`src/rtl/ro_freq_counter.sv`:
```
// Ring-oscillator edge counter: enables one ring, lets it settle,
// then counts synchronized rising edges over a fixed clk window.
`timescale 1ns/1ps
module ro_freq_counter #(
    parameter int WINDOW_CYCLES = 1024,
    parameter int SETTLE_CYCLES = 16,
    parameter int SYNC_STAGES   = 2,
    parameter int COUNT_W       = 16
) (
    input  logic               clk,
    input  logic               rst_n,
    input  logic               start,
    input  logic               ro_in,
    output logic               ro_enable,
    output logic               busy,
    output logic               done,
    output logic [COUNT_W-1:0] count,
    output logic               overflow
);

    localparam int TMAX = (WINDOW_CYCLES > SETTLE_CYCLES) ?
                          WINDOW_CYCLES : SETTLE_CYCLES;
    localparam int TW   = $clog2(TMAX + 1);

    typedef enum logic [1:0] {
        IDLE,
        SETTLE,
        COUNT,
        DONE
    } state_t;

    state_t             state, nxt;
    logic [TW-1:0]      tmr, tmr_d;
    logic [COUNT_W-1:0] cnt, cnt_d;
    logic               ovf, ovf_d;
    logic [SYNC_STAGES-1:0] sync;
    logic               prev;
    logic               rise;

    assign rise = sync[SYNC_STAGES-1] & ~prev;

    always_comb begin
        nxt   = state;
        tmr_d = tmr;
        cnt_d = cnt;
        ovf_d = ovf;
        unique case (state)
            IDLE: begin
                if (start) begin
                    nxt   = SETTLE;
                    tmr_d = TW'(SETTLE_CYCLES - 1);
                    cnt_d = '0;
                    ovf_d = 1'b0;
                end
            end
            SETTLE: begin
                if (tmr == '0) begin
                    nxt   = COUNT;
                    tmr_d = TW'(WINDOW_CYCLES - 1);
                end else begin
                    tmr_d = tmr - 1'b1;
                end
            end
            COUNT: begin
                // Saturate rather than wrap; a lost edge is flagged instead.
                if (rise) begin
                    if (&cnt) ovf_d = 1'b1;
                    else      cnt_d = cnt + 1'b1;
                end
                if (tmr == '0) nxt = DONE;
                else           tmr_d = tmr - 1'b1;
            end
            DONE:    nxt = IDLE;
            default: nxt = IDLE;
        endcase
    end

    always_ff @(posedge clk or negedge rst_n) begin
        if (!rst_n) begin
            state <= IDLE;
            tmr   <= '0;
            cnt   <= '0;
            ovf   <= 1'b0;
            sync  <= '0;
            prev  <= 1'b0;
        end else begin
            state <= nxt;
            tmr   <= tmr_d;
            cnt   <= cnt_d;
            ovf   <= ovf_d;
            sync  <= {sync[SYNC_STAGES-2:0], ro_in};
            prev  <= sync[SYNC_STAGES-1];
        end
    end

    // Outputs are registered from the next state so they align with it.
    always_ff @(posedge clk or negedge rst_n) begin
        if (!rst_n) begin
            ro_enable <= 1'b0;
            busy      <= 1'b0;
            done      <= 1'b0;
            count     <= '0;
            overflow  <= 1'b0;
        end else begin
            ro_enable <= (nxt == SETTLE) || (nxt == COUNT);
            busy      <= (nxt != IDLE);
            done      <= (nxt == DONE);
            if (nxt == DONE) begin
                count    <= cnt_d;
                overflow <= ovf_d;
            end
        end
    end

endmodule

```
`config.mk`:
```
export PLATFORM = sky130hd
export DESIGN_NAME = ro_freq_counter
export DESIGN_NICKNAME = d
export VERILOG_FILES = /design/src/rtl/ro_freq_counter.sv
export SDC_FILE = /design/constraint.sdc
export NUM_CORES = 1
export LEC_CHECK = 0
export ABC_AREA = 1
export ABC_CLOCK_PERIOD_IN_PS = 2600
export CAP_MARGIN = 25
export CORE_ASPECT_RATIO = 1.5
export CORE_MARGIN = 8
export CORE_UTILIZATION = 39
export DETAILED_ROUTE_END_ITERATION = 7
export MAX_ROUTING_LAYER = met4
export PLACE_DENSITY = 0.62
export SKIP_CTS_REPAIR_TIMING = 1
export SLEW_MARGIN = 20
export SYNTH_ARGS = -nofsm -noshare
export SYNTH_HDL_FRONTEND = slang
export SYNTH_SLANG_ARGS = --single-unit
```
`constraint.sdc`:
```
create_clock -name clk -period 2.6 [get_ports clk]
set_input_delay 0.39 -clock clk [delete_from_list [all_inputs] [get_ports clk]]
set_output_delay 0.39 -clock clk [all_outputs]
set_load 0.03 [all_outputs]
```
==> impl_results.md <==
* Ant. Diodes at 0
* Area grow syn2layout at 17.6%
* Initial DRT Pass Iterations at 4
* Synth Cell Area at 3030 um2
* Cell taking the most area after synthesis: dfrtp_1
* M1 GR Usage at 0.140
* Static Leak at 1.82 nW
* Syn nets at 416
* Hpwl dp at 5.16 mm
* CTS Sinks at 53
* Sw Ratio at 0.330
* Clock skew at 0.00560 ns
* Fill cells at 750
* Mux cell area share after synthesis at 0.00744
* Number of global-route vias before repair at 2,655
* Post-synthesis compound-gate area fraction at 0.0645
* Reg-to-reg startpoint: tmr[1]$_DFFE_PN0P_
* Crit path kind: reg -> reg
* Vias/cell at 4.83
* Main combinational cell family by area after synthesis: simple AND/OR/NAND/NOR gates
* Cts bufs inserted at 5
* Worst skew pair latency at 0.29 ns
* Rel. slew slack at 0.548
* CP endpoint kind: register
* Total negative slack at 0 ns
* Synthesis Warnings at 0
* Post-synth top cells: nand2_1 (146), dfrtp_1 (53), inv_1 (41), nand3_1 (37), nor2_1 (34)
* Crit Path Max Fanout at 15
* Synth async-reset ratio at 1.00
* Clock power frac at 0.300
* Yosys reg bits at 53
* Chip width at 87.9 um
* Remaining Overflow, GRT at 0
* Peak supply drop at 0.347 mV
* Total track usage at 0.144
* Largest net degree at the start of global routing at 54
* NumNets Final at 446
* Min-delay worst type: in -> async
* Count leader, synth: nand2_1
* Register area at 1330 um2
* Post-Syn Instances at 403
* First-pass GRT wire length at 11.9 mm
* # rows at 39
* Final Instance Area at 3560 um2
* MaxCap Viol Count at 0
* Combinational Power Share at 0.228
* Core Area at 7560 um2
* I/O Pins at 24
* Max incr delay on CP at 0.39 ns
* Final-report setup violation count at 0
* Simple-gate share of the synthesized area at 0.361
* CP cell instances: inv_1, ha_1, inv_1, nor4_2, nand2_1, nand2_1, nand2_1, a22oi_1, ha_1, clkinv_1, buf_12, nand2_1, o21ai_1
* Internal at 1.47 mW
* Total power at 2.20 mW
* Initial Util at 0.400
* Area of the multi-input gates at 1490 um2
* Post-synthesis sequential area ratio at 0.438
* Die Height at 124 um
* DP Area at 3420 um2
* Data required time of the worst path at 2.78 ns
* Grt peak-use layer: met2
* CP startpoint kind: register
* Library cells used by synthesis at 36
* H-tree depth at 2
* Synth Area in Adders at 0.0372
* Reg clk slew, reported paths at 0.07 ns
* Final period utilization at 0.911
* Slew Viols, Final at 0
* Yosys top cell area share at 0.438
* Number of synthesized flops with an enable pin at 0
* Port Buffers at 23
* Top cells by area, synth: dfrtp_1 (44%), nand2_1 (18%), nand3_1 (6.1%), inv_1 (5.1%), nor2_1 (4.2%)
* CP dominant cell by count: nand2_1
* R2R setup slack at 0.23 ns
* Grt met3 use at 0.0251
* Die area at 10,900 um2
* Routed vias at 2,586
* CTS tree: built
* Share of cells above drive strength 1 at 0.0924
* Met2 GRT Util at 0.262
* Min cycle time layout at 2.37 ns
* Clk buf depth at 2
* Post-DRT Antenna Nets at 0
* DRT iter0 DRCs at 196
* Post-Syn Area per Cell at 7.51 um2
* Post-detailed-route DRC marker count at 0
* Final GP Congestion at 0.867
* Primary FF master, synth: dfrtp_1
* Final Hold Vio Count at 0
* Sequential power share at 0.472
* Achievable Freq at 0.422 GHz
* Initial antenna violation count at 0
* Terminus of the critical flop-to-flop path: count[12]$_DFFE_PN0P_
* DRT Wirelength at 6.90 mm
* WP data arrival at 2.55 ns
* Power Dens Cells at 617 nW/um2
* Wire per inst at 12.9 um
* Psw at 0.725 mW
* RSZ-0062 raised after global routing: no
* Cell at the root of the clock tree: clkbuf_16
* Reg2reg path depth at 13
* Xor-xnor portion of the synthesized cell area at 0.0202
* Status: complete, no violations
* Pin slew with the least headroom to its limit at 0.678 ns
* Slowest cell on crit path: dfrtp_1
[state kept, by name (all words and copies together), names as in the netlist]
| name | count |
|---|---|
| busy | 1 |
| cnt | 16 |
| count | 16 |
| done | 1 |
| overflow | 1 |
| ovf | 1 |
| prev | 1 |
| ro_enable | 1 |
| state | 2 |
| sync | 2 |
| tmr | 11 |
[cells in the final DEF, fill, tap and decap left out, drive strengths merged, types with 7 or more instances in the layout]
cell and instances:
ha 9, nand4 8, inv 47, dfrtp 53
nor2 40, nand2 150, clkbuf 7, o21ai 15
buf 9, a21oi 7, clkdlybuf4s50 22, nand3 39
[per-stage QoR]
stage	hold WS, ns	util	std cells	setup slack, ns
after floorplan	0.0944	-	403	0.101
after CTS	0.251	0.471	535	0.235
after global routing	0.285	0.471	535	0.0124
after global placement	0.338	0.452	528	0.320
after detailed placement	0.336	0.452	528	0.282
final	0.206	0.471	535	0.233
[worst max-delay path, delay by kind of cell (launching register included)]
family	cells	cell delay, ns
AOI/OAI and AO/OA	2	0.28
buffers and inverters	4	0.53
DFF	1	0.39
adders and majority gates	2	0.42
and+or+nand+nor	5	0.62
[area by class of cell]
cell class	instances	share of cell area
Sequential cell	53	0.373
Clock buffer	7	0.0401
Inverter	48	0.0506
Tap cell	102	0.0359
Timing Repair Buffer	31	0.0837
Multi-Input combinational cell	294	0.417
[cell families (layout without fill, tap and decap cells)]
| logic type | count (synthesis) | in the layout |
|---|---|---|
| AO/OA/AOI/OAI | 32 | 32 |
| XOR/XNOR | 7 | 7 |
| adder cells (fa/ha/maj) | 9 | 9 |
| buffers and inverters | 56 | 86 |
| flip-flops | 53 | 53 |
| multiplexers | 1 | 1 |
| AND/OR/NAND/NOR | 245 | 245 |
[worst max-delay path by stage]
stage / startpoint / to / slack, ns / cells past startpoint
finish: tmr[1]$_DFFE_PN0P_ / count[12]$_DFFE_PN0P_ / 0.23 / 13
global route: tmr[1]$_DFFE_PN0P_ / count[12]$_DFFE_PN0P_ / 0.01 / 13
CTS: tmr[1]$_DFFE_PN0P_ / count[14]$_DFFE_PN0P_ / 0.24 / 13
detailed placement: start / count[9]$_DFFE_PN0P_ / 0.28 / 11
global placement: start / count[14]$_DFFE_PN0P_ / 0.32 / 11
floorplan: tmr[0]$_DFFE_PN0P_ / count[9]$_DFFE_PN0P_ / 0.10 / 14
[power groups by stage]
stage / combinational, mW / sequential [mW] / clock, mW
after floorplan: 0.441 / 1.00 / 0
after global placement: 0.494 / 1.05 / 0
after detailed placement: 0.505 / 1.05 / 0
after CTS: 0.508 / 1.03 / 0.688
after global routing: 0.591 / 1.05 / 0.721
final: 0.501 / 1.04 / 0.660
[per-layer routing]
metal,share of wire,vias to the layer above
met5,0,-
met4,0.038,0
met3,0.032,21
met2,0.53,46
met1,0.40,1186
li1,-,1333
Note: power is estimated with default switching activity, not from simulation.
